**src/rtl/sound_pkg.sv**
```systemverilog
// Shared sound-subsystem constants: sample/rate widths, idle rate and the
// state encoding of the sample-FIFO write-port arbiter.
package sound_pkg;

  localparam int SAMPLE_W = 16;
  localparam int RATE_W   = 16;

  // Rate the sound controller plays at while no producer owns the FIFO.
  localparam logic [RATE_W-1:0] DEFAULT_RATE = 16'd1023;

  typedef enum logic [1:0] {
    IDLE,
    SERVE,
    GAP
  } arb_state_t;

endpackage

```
**src/rtl/sound_arb_if.sv**
```systemverilog
// Producer-side request bundle plus the sample-FIFO write port.
// The slave modport is the arbiter's view.
interface sound_arb_if #(
  parameter int NREQ = 2,
  parameter int IDW  = 1
);
  import sound_pkg::*;

  logic [NREQ-1:0]          req_valid;
  logic [SAMPLE_W*NREQ-1:0] req_sample;
  logic [RATE_W*NREQ-1:0]   req_rate;
  logic [NREQ-1:0]          req_last;
  logic [NREQ-1:0]          req_ready;
  logic                     grant_valid;
  logic [IDW-1:0]           grant_id;
  logic                     sound_clr_full;
  logic [SAMPLE_W-1:0]      sound_clr_sample;
  logic [RATE_W-1:0]        sound_clr_rate;
  logic                     sound_clr_req;

  modport master (
    output req_valid, req_sample, req_rate, req_last, sound_clr_full,
    input  req_ready, grant_valid, grant_id,
           sound_clr_sample, sound_clr_rate, sound_clr_req
  );

  modport slave (
    input  req_valid, req_sample, req_rate, req_last, sound_clr_full,
    output req_ready, grant_valid, grant_id,
           sound_clr_sample, sound_clr_rate, sound_clr_req
  );

endinterface

```
**src/rtl/sound_rr_pick.sv**
```systemverilog
// Round-robin picker: first set request bit at or above ptr, with wrap.
// Purely combinational so it can front any shared audio resource.
module sound_rr_pick #(
  parameter int NREQ = 2,
  parameter int IDW  = 1
) (
  input  logic [NREQ-1:0] req,
  input  logic [IDW-1:0]  ptr,
  output logic [IDW-1:0]  pick,
  output logic            any
);

  logic [IDW-1:0] idx;

  // NOTE: every output gets a default first, so no path through the loop can infer a latch.
  always_comb begin
    pick = '0;
    any  = 1'b0;
    idx  = '0;
    // Scan downward so the lowest offset from ptr overwrites last and wins.
    for (int k = NREQ - 1; k >= 0; k--) begin
      idx = IDW'((int'(ptr) + k) % NREQ);
      if (req[idx]) begin
        pick = idx;
        any  = 1'b1;
      end
    end
  end

endmodule

```
**src/rtl/sound_arb.sv**
```systemverilog
// Round-robin owner arbitration of the single sound sample-FIFO write port,
// with grant-time rate latching and a one-cycle gap after every write.
module sound_arb #(
  parameter int                           NREQ         = 2,
  parameter int                           IDW          = 1,
  parameter logic [sound_pkg::RATE_W-1:0] DEFAULT_RATE = sound_pkg::DEFAULT_RATE,
  parameter int                           IDLE_TIMEOUT = 255
) (
  input logic        clk,
  input logic        rst,
  sound_arb_if.slave bus
);
  import sound_pkg::*;

  localparam int             CW      = (IDLE_TIMEOUT > 1) ? $clog2(IDLE_TIMEOUT) : 1;
  localparam logic [CW-1:0]  TO_LAST = CW'(IDLE_TIMEOUT - 1);

  arb_state_t          state_q, state_d;
  logic                grant_valid_q, grant_valid_d;
  logic [IDW-1:0]      grant_id_q, grant_id_d;
  logic [IDW-1:0]      rr_ptr_q, rr_ptr_d;
  logic [CW-1:0]       idle_cnt_q, idle_cnt_d;
  logic                last_flag_q, last_flag_d;
  logic                clr_req_q, clr_req_d;
  logic [SAMPLE_W-1:0] clr_sample_q, clr_sample_d;
  logic [RATE_W-1:0]   clr_rate_q, clr_rate_d;

  logic [SAMPLE_W-1:0] sample_arr [NREQ];
  logic [RATE_W-1:0]   rate_arr   [NREQ];
  logic [IDW-1:0]      pick_id;
  logic                pick_any;
  logic                own_valid;
  logic                release_own;
  logic [IDW-1:0]      next_ptr;
  logic [NREQ-1:0]     ready;

  for (genvar i = 0; i < NREQ; i++) begin : g_split
    assign sample_arr[i] = bus.req_sample[SAMPLE_W*i +: SAMPLE_W];
    assign rate_arr[i]   = bus.req_rate[RATE_W*i +: RATE_W];
  end

  sound_rr_pick #(
    .NREQ (NREQ),
    .IDW  (IDW)
  ) u_pick (
    .req  (bus.req_valid),
    .ptr  (rr_ptr_q),
    .pick (pick_id),
    .any  (pick_any)
  );

  assign own_valid = bus.req_valid[grant_id_q];
  assign next_ptr  = (grant_id_q == IDW'(NREQ - 1)) ? '0 : grant_id_q + 1'b1;

  always_comb begin
    ready = '0;
    if (state_q == SERVE && !bus.sound_clr_full) ready[grant_id_q] = 1'b1;
  end

  always_comb begin
    state_d       = state_q;
    grant_valid_d = grant_valid_q;
    grant_id_d    = grant_id_q;
    rr_ptr_d      = rr_ptr_q;
    idle_cnt_d    = idle_cnt_q;
    last_flag_d   = last_flag_q;
    clr_req_d     = 1'b0;
    clr_sample_d  = clr_sample_q;
    clr_rate_d    = clr_rate_q;
    release_own   = 1'b0;

    case (state_q)
      IDLE: begin
        if (pick_any) begin
          grant_id_d    = pick_id;
          grant_valid_d = 1'b1;
          clr_rate_d    = rate_arr[pick_id];
          idle_cnt_d    = '0;
          state_d       = SERVE;
        end else begin
          clr_rate_d = DEFAULT_RATE;
        end
      end
      SERVE: begin
        if (own_valid) begin
          // A full FIFO stalls the owner without counting towards the timeout.
          if (!bus.sound_clr_full) begin
            clr_sample_d = sample_arr[grant_id_q];
            clr_req_d    = 1'b1;
            last_flag_d  = bus.req_last[grant_id_q];
            idle_cnt_d   = '0;
            state_d      = GAP;
          end
        end else if (IDLE_TIMEOUT != 0 && idle_cnt_q == TO_LAST) begin
          release_own = 1'b1;
        end else begin
          idle_cnt_d = idle_cnt_q + 1'b1;
        end
      end
      GAP: begin
        if (last_flag_q) release_own = 1'b1;
        else             state_d     = SERVE;
      end
      default: state_d = IDLE;
    endcase

    if (release_own) begin
      grant_valid_d = 1'b0;
      rr_ptr_d      = next_ptr;
      clr_rate_d    = DEFAULT_RATE;
      state_d       = IDLE;
    end
  end

  // NOTE: non-blocking for every registered value so all flops update from the same pre-edge view.
  always_ff @(posedge clk or negedge rst) begin
    if (!rst) begin
      state_q       <= IDLE;
      grant_valid_q <= 1'b0;
      grant_id_q    <= '0;
      rr_ptr_q      <= '0;
      idle_cnt_q    <= '0;
      last_flag_q   <= 1'b0;
      clr_req_q     <= 1'b0;
      clr_sample_q  <= '0;
      clr_rate_q    <= DEFAULT_RATE;
    end else begin
      state_q       <= state_d;
      grant_valid_q <= grant_valid_d;
      grant_id_q    <= grant_id_d;
      rr_ptr_q      <= rr_ptr_d;
      idle_cnt_q    <= idle_cnt_d;
      last_flag_q   <= last_flag_d;
      clr_req_q     <= clr_req_d;
      clr_sample_q  <= clr_sample_d;
      clr_rate_q    <= clr_rate_d;
    end
  end

  assign bus.req_ready        = ready;
  assign bus.grant_valid      = grant_valid_q;
  assign bus.grant_id         = grant_id_q;
  assign bus.sound_clr_req    = clr_req_q;
  assign bus.sound_clr_sample = clr_sample_q;
  assign bus.sound_clr_rate   = clr_rate_q;

endmodule

```
**src/flat_wrapper.sv**
```systemverilog
// flat-port wrapper written by rule: the top's interface ports become plain ports
module sound_arb_flat import sound_pkg::*;
#(
  parameter int                           NREQ         = 2,
  parameter int                           IDW          = 1,
  parameter logic [sound_pkg::RATE_W-1:0] DEFAULT_RATE = sound_pkg::DEFAULT_RATE,
  parameter int                           IDLE_TIMEOUT = 255
)
  (clk, rst, bus_req_valid, bus_req_sample, bus_req_rate, bus_req_last, bus_sound_clr_full, bus_req_ready, bus_grant_valid, bus_grant_id, bus_sound_clr_sample, bus_sound_clr_rate, bus_sound_clr_req);
  sound_arb_if #(.NREQ(NREQ), .IDW(IDW)) bus_i ();
  input logic clk;
  input logic rst;
  input wire logic [$bits(bus_i.req_valid)-1:0] bus_req_valid;
  input wire logic [$bits(bus_i.req_sample)-1:0] bus_req_sample;
  input wire logic [$bits(bus_i.req_rate)-1:0] bus_req_rate;
  input wire logic [$bits(bus_i.req_last)-1:0] bus_req_last;
  input wire logic [$bits(bus_i.sound_clr_full)-1:0] bus_sound_clr_full;
  output wire logic [$bits(bus_i.req_ready)-1:0] bus_req_ready;
  output wire logic [$bits(bus_i.grant_valid)-1:0] bus_grant_valid;
  output wire logic [$bits(bus_i.grant_id)-1:0] bus_grant_id;
  output wire logic [$bits(bus_i.sound_clr_sample)-1:0] bus_sound_clr_sample;
  output wire logic [$bits(bus_i.sound_clr_rate)-1:0] bus_sound_clr_rate;
  output wire logic [$bits(bus_i.sound_clr_req)-1:0] bus_sound_clr_req;
  assign bus_i.req_valid = bus_req_valid;
  assign bus_i.req_sample = bus_req_sample;
  assign bus_i.req_rate = bus_req_rate;
  assign bus_i.req_last = bus_req_last;
  assign bus_i.sound_clr_full = bus_sound_clr_full;
  assign bus_req_ready = bus_i.req_ready;
  assign bus_grant_valid = bus_i.grant_valid;
  assign bus_grant_id = bus_i.grant_id;
  assign bus_sound_clr_sample = bus_i.sound_clr_sample;
  assign bus_sound_clr_rate = bus_i.sound_clr_rate;
  assign bus_sound_clr_req = bus_i.sound_clr_req;
  sound_arb #(.NREQ(NREQ), .IDW(IDW), .DEFAULT_RATE(DEFAULT_RATE), .IDLE_TIMEOUT(IDLE_TIMEOUT)) u_core (.clk(clk), .rst(rst), .bus(bus_i));
endmodule
```
**config.mk**
```make
export PLATFORM = sky130hd
export DESIGN_NAME = sound_arb_flat
export DESIGN_NICKNAME = d
export VERILOG_FILES = /design/src/rtl/sound_pkg.sv /design/src/rtl/sound_arb_if.sv /design/src/rtl/sound_rr_pick.sv /design/src/rtl/sound_arb.sv /design/src/flat_wrapper.sv
export SDC_FILE = /design/constraint.sdc
export NUM_CORES = 1
export LEC_CHECK = 0
export ABC_AREA = 1
export BUFFER_PORTS_ARGS = -buffer_cell sky130_fd_sc_hd__buf_2
export CAP_MARGIN = 20
export CORE_MARGIN = 3
export CORE_UTILIZATION = 51
export CTS_CLUSTER_DIAMETER = 150
export DETAILED_ROUTE_END_ITERATION = 10
export GPL_TIMING_DRIVEN = 0
export PLACE_DENSITY = 0.86
export SYNTH_ARGS = -nofsm -noshare
export SYNTH_HDL_FRONTEND = slang
export SYNTH_SLANG_ARGS = --single-unit
```
**constraint.sdc**
```tcl
create_clock -name clk -period 3.5 [get_ports clk]
set_input_delay 0.175 -clock clk [delete_from_list [all_inputs] [get_ports clk]]
set_output_delay 0.175 -clock clk [all_outputs]
set_load 0.02 [all_outputs]
```
==> results.json <==
{
  "synthFlopType": "dfrtp_1",
  "cts_resized": 0,
  "tritoncts": "built",
  "syn_nets": 375,
  "wl_met1_um": 2630,
  "postSynth.asyncResetShare_pct": 100,
  "grt_pass1_vias": 2408,
  "worst_setup_path_start_kind": "register",
  "min_period_ns": 1.90,
  "fin_area_um2": 3200,
  "insertion_delay_ns": 0.30,
  "reg2reg_depth": 9,
  "first_pass_iters": 4,
  "rr_startpoint": "u_core.state_q[1]$_DFFE_PN0P_",
  "critPathMaxStageDelay_ns": 0.42,
  "fin_cells": 466,
  "cap_violations": 0,
  "grt_usage_pct": 24.7,
  "globalplace.congestion": 0.849,
  "antenna_found_initial": 0,
  "num_io_pins": 108,
  "synthesis.area_um2": 2470,
  "status": "finished clean",
  "path_depth": 7,
  "fmax_mhz": 527,
  "synth-seq-cells": 47,
  "tns_ns": 0,
  "crit_path_end_kind": "output pin",
  "p_leak_nw": 1.60,
  "clkTransAtPathRegs_ns": 0.08,
  "vias_per_cell": 5.39,
  "cts_buffers": 5,
  "clock-sinks": 47,
  "relSlewSlack_pct": 69.1,
  "htree_num_levels": 2,
  "overflow": 0,
  "avgSynthCellArea_um2": 8.32,
  "drt-initial-drc-count": 144,
  "p_per_area_nw_per_um2": 836,
  "die-area_um2": 5720,
  "grt_pass1_wl_um": 10700,
  "die_h_um": 75.6,
  "required_ns": 3.32,
  "cp_common_cell": "inv_1",
  "path_max_fanout": 10,
  "holdBufCountCts": 0,
  "synth-seq-area-share_pct": 48.1,
  "worst_slew_pin_slew_ns": 0.464,
  "syn2layout_area_growth_pct": 29.6,
  "core_area_um2": 4500,
  "drive_gt1_share_pct": 36.2,
  "top_layer": "met4",
  "cp_top_family": "buffers and inverters",
  "wl_met3_um": 364,
  "num_antenna_cells": 0,
  "hold_viol": 0,
  "worstPathCellList": "inv_1 -> ha_1 -> buf_4 -> inv_1 -> or2_4 -> nor2_1 -> buf_2",
  "drv_slew": 0,
  "path_buf_inv": 4,
  "clockRootBuffer": "clkbuf_8",
  "num_vias": 2512,
  "cp_slowest_cell": "dfrtp_1",
  "worstSetupPathType": "reg -> out",
  "rrSetupSlack_ns": 1.67,
  "r2r_end": "u_core.idle_cnt_q[5]$_DFFE_PN0P_",
  "ir_worst_vdd_mv": 0.548,
  "nFillCells": 371,
  "routedWlPerCell_um": 14.2,
  "dr_wl_met2_um": 3480,
  "fin_nets": 491,
  "start_util_pct": 54.9,
  "hold_class": "in -> reg",
  "cp_data_arrival_time_ns": 1.72,
  "clock_path_buffers": 2,
  "fin_crit_sh_pct": 54.3,
  "route.detailed.drc": 0,
  "die_x_um": 75.6,
  "grt_max_degree": 48,
  "row_count": 24,
  "post-cts-setup-buffers": 0,
  "dp_cells": 456,
  "endpoint": "bus_req_ready[0]",
  "postPlaceCellArea_um2": 3070,
  "ys.warnings.count": 0,
  "dp_hpwl_um": 4920,
  "wirelength_um": 6590,
  "cp-startpoint": "u_core.state_q[1]$_DFFE_PN0P_",
  "synth_cell_types": 32,
  "synth_edf_count": 0,
  "drtAntennaViolNets": 0,
  "postSynthCellCount": 297,
  "rsz0062_at_grt": "no",
  "finClkSkew_ns": 0.00436,
  "setup_viol": 0,
  "port_buffers": 107
}
==> placed cells by master, fill, tap and decap left out, types with 7 or more instances in the layout <==
master,netlist,routed
nor2_1,27,27
inv_1,9,9
a31oi_1,17,17
clkbuf_1,7,8
nand4_1,8,8
nand3_1,15,15
ha_1,7,7
o21ai_0,26,26
dfrtp_1,37,37
clkbuf_8,0,7
nand2_1,79,79
o21ai_1,10,10
dfstp_2,10,10
or2_2,7,7
buf_2,2,109
==> report_power, final <==
| group | internal, W | switching [W] |
|---|---|---|
| registers | 0.000814 | 0.000137 |
| clock network | 0.000180 | 0.000178 |
| logic | 0.000469 | 0.000899 |
| total | 0.00146 | 0.00121 |
==> worst register-to-register path: stages, from the launching register on <==
cell,delay [ns]
dfrtp_1,0.42
inv_1,0.11
ha_1,0.15
buf_4,0.16
inv_1,0.06
o21ai_0,0.28
o211ai_2,0.15
buf_2,0.21
nand2_1,0.07
o21ai_0,0.09
==> area by class of cell <==
cell class / instances / area (um2) / area share, %
Buffer: 16 / 92.6 / 2.89
Clock buffer: 8 / 100 / 3.13
Inverter: 11 / 41.3 / 1.29
Multi-Input combinational cell: 223 / 1150 / 35.9
Sequential cell: 47 / 1190 / 37.1
Tap cell: 52 / 65.1 / 2.03
Timing Repair Buffer: 109 / 566 / 17.7
==> Yosys cell counts, types with 7 or more instances <==
cell type	number	area share [%]
clkbuf_1	7	1.1
o21ai_1	10	2.0
nand3_1	15	3.0
inv_1	9	1.4
or2_2	7	1.8
dfstp_2	10	11
a31oi_1	17	4.3
ha_1	7	3.5
nand4_1	8	2.0
dfrtp_1	37	37
nand2_1	79	12
o21ai_0	26	5.3
nor2_1	27	4.1
==> registers in the layout, summed over array words and instances, names as in the netlist <==
| register | count |
|---|---|
| u_core.bus.grant_valid | 1 |
| u_core.bus.sound_clr_req | 1 |
| u_core.bus.sound_clr_sample | 16 |
| u_core.rr_ptr_q | 1 |
| u_core.bus.grant_id | 1 |
| u_core.bus.sound_clr_rate | 16 |
| u_core.state_q | 2 |
| u_core.idle_cnt_q | 8 |
| u_core.last_flag_q | 1 |
==> metal layers <==
layer / up-vias / track usage (%)
li1: 1236 / -
met1: 1177 / 30.1
met2: 83 / 42.7
met3: 16 / 5.67
met4: 0 / 9.51
met5: - / 0
==> worst min path at each step <==
stage / endpoint / start / cells after the start / slack, ns
floorplan: u_core.bus.grant_id$_DFFE_PN0P_ / rst / 0 / -0.12
global placement: u_core.idle_cnt_q[0]$_DFFE_PN0P_ / rst / 1 / 0.40
detailed placement: u_core.idle_cnt_q[7]$_DFFE_PN0P_ / rst / 1 / 0.41
CTS: u_core.idle_cnt_q[3]$_DFFE_PN0P_ / rst / 1 / 0.08
global route: u_core.bus.sound_clr_sample[9]$_DFFE_PN0P_ / bus_req_sample[9] / 3 / 0.12
finish: u_core.bus.sound_clr_sample[10]$_DFFE_PN0P_ / bus_req_sample[26] / 3 / 0.12
==> kinds of logic after synthesis <==
logic type / count (synthesis) / synth area share, %
buffers and inverters: 27 / 5.42
adders and majority gates: 7 / 3.54
and+or+nand+nor: 149 / 27.0
AOI/OAI and AO/OA: 64 / 14.9
DFF: 47 / 48.1
xor gates and xnor gates: 3 / 1.06
==> through the flow <==
stage,setup slack (ns),hold WS (ns),util (%),total power (W)
3_3_place_gp,1.78,0.405,68.2,0.00226
2_1_floorplan,1.91,-0.121,-,0.00187
5_1_grt,1.52,0.122,71.1,0.00288
4_1_cts,1.61,0.0780,70.4,0.00268
6_report,1.60,0.118,71.1,0.00268
3_5_place_dp,1.73,0.405,68.2,0.00232
Note: power is estimated with default switching activity, not from simulation.
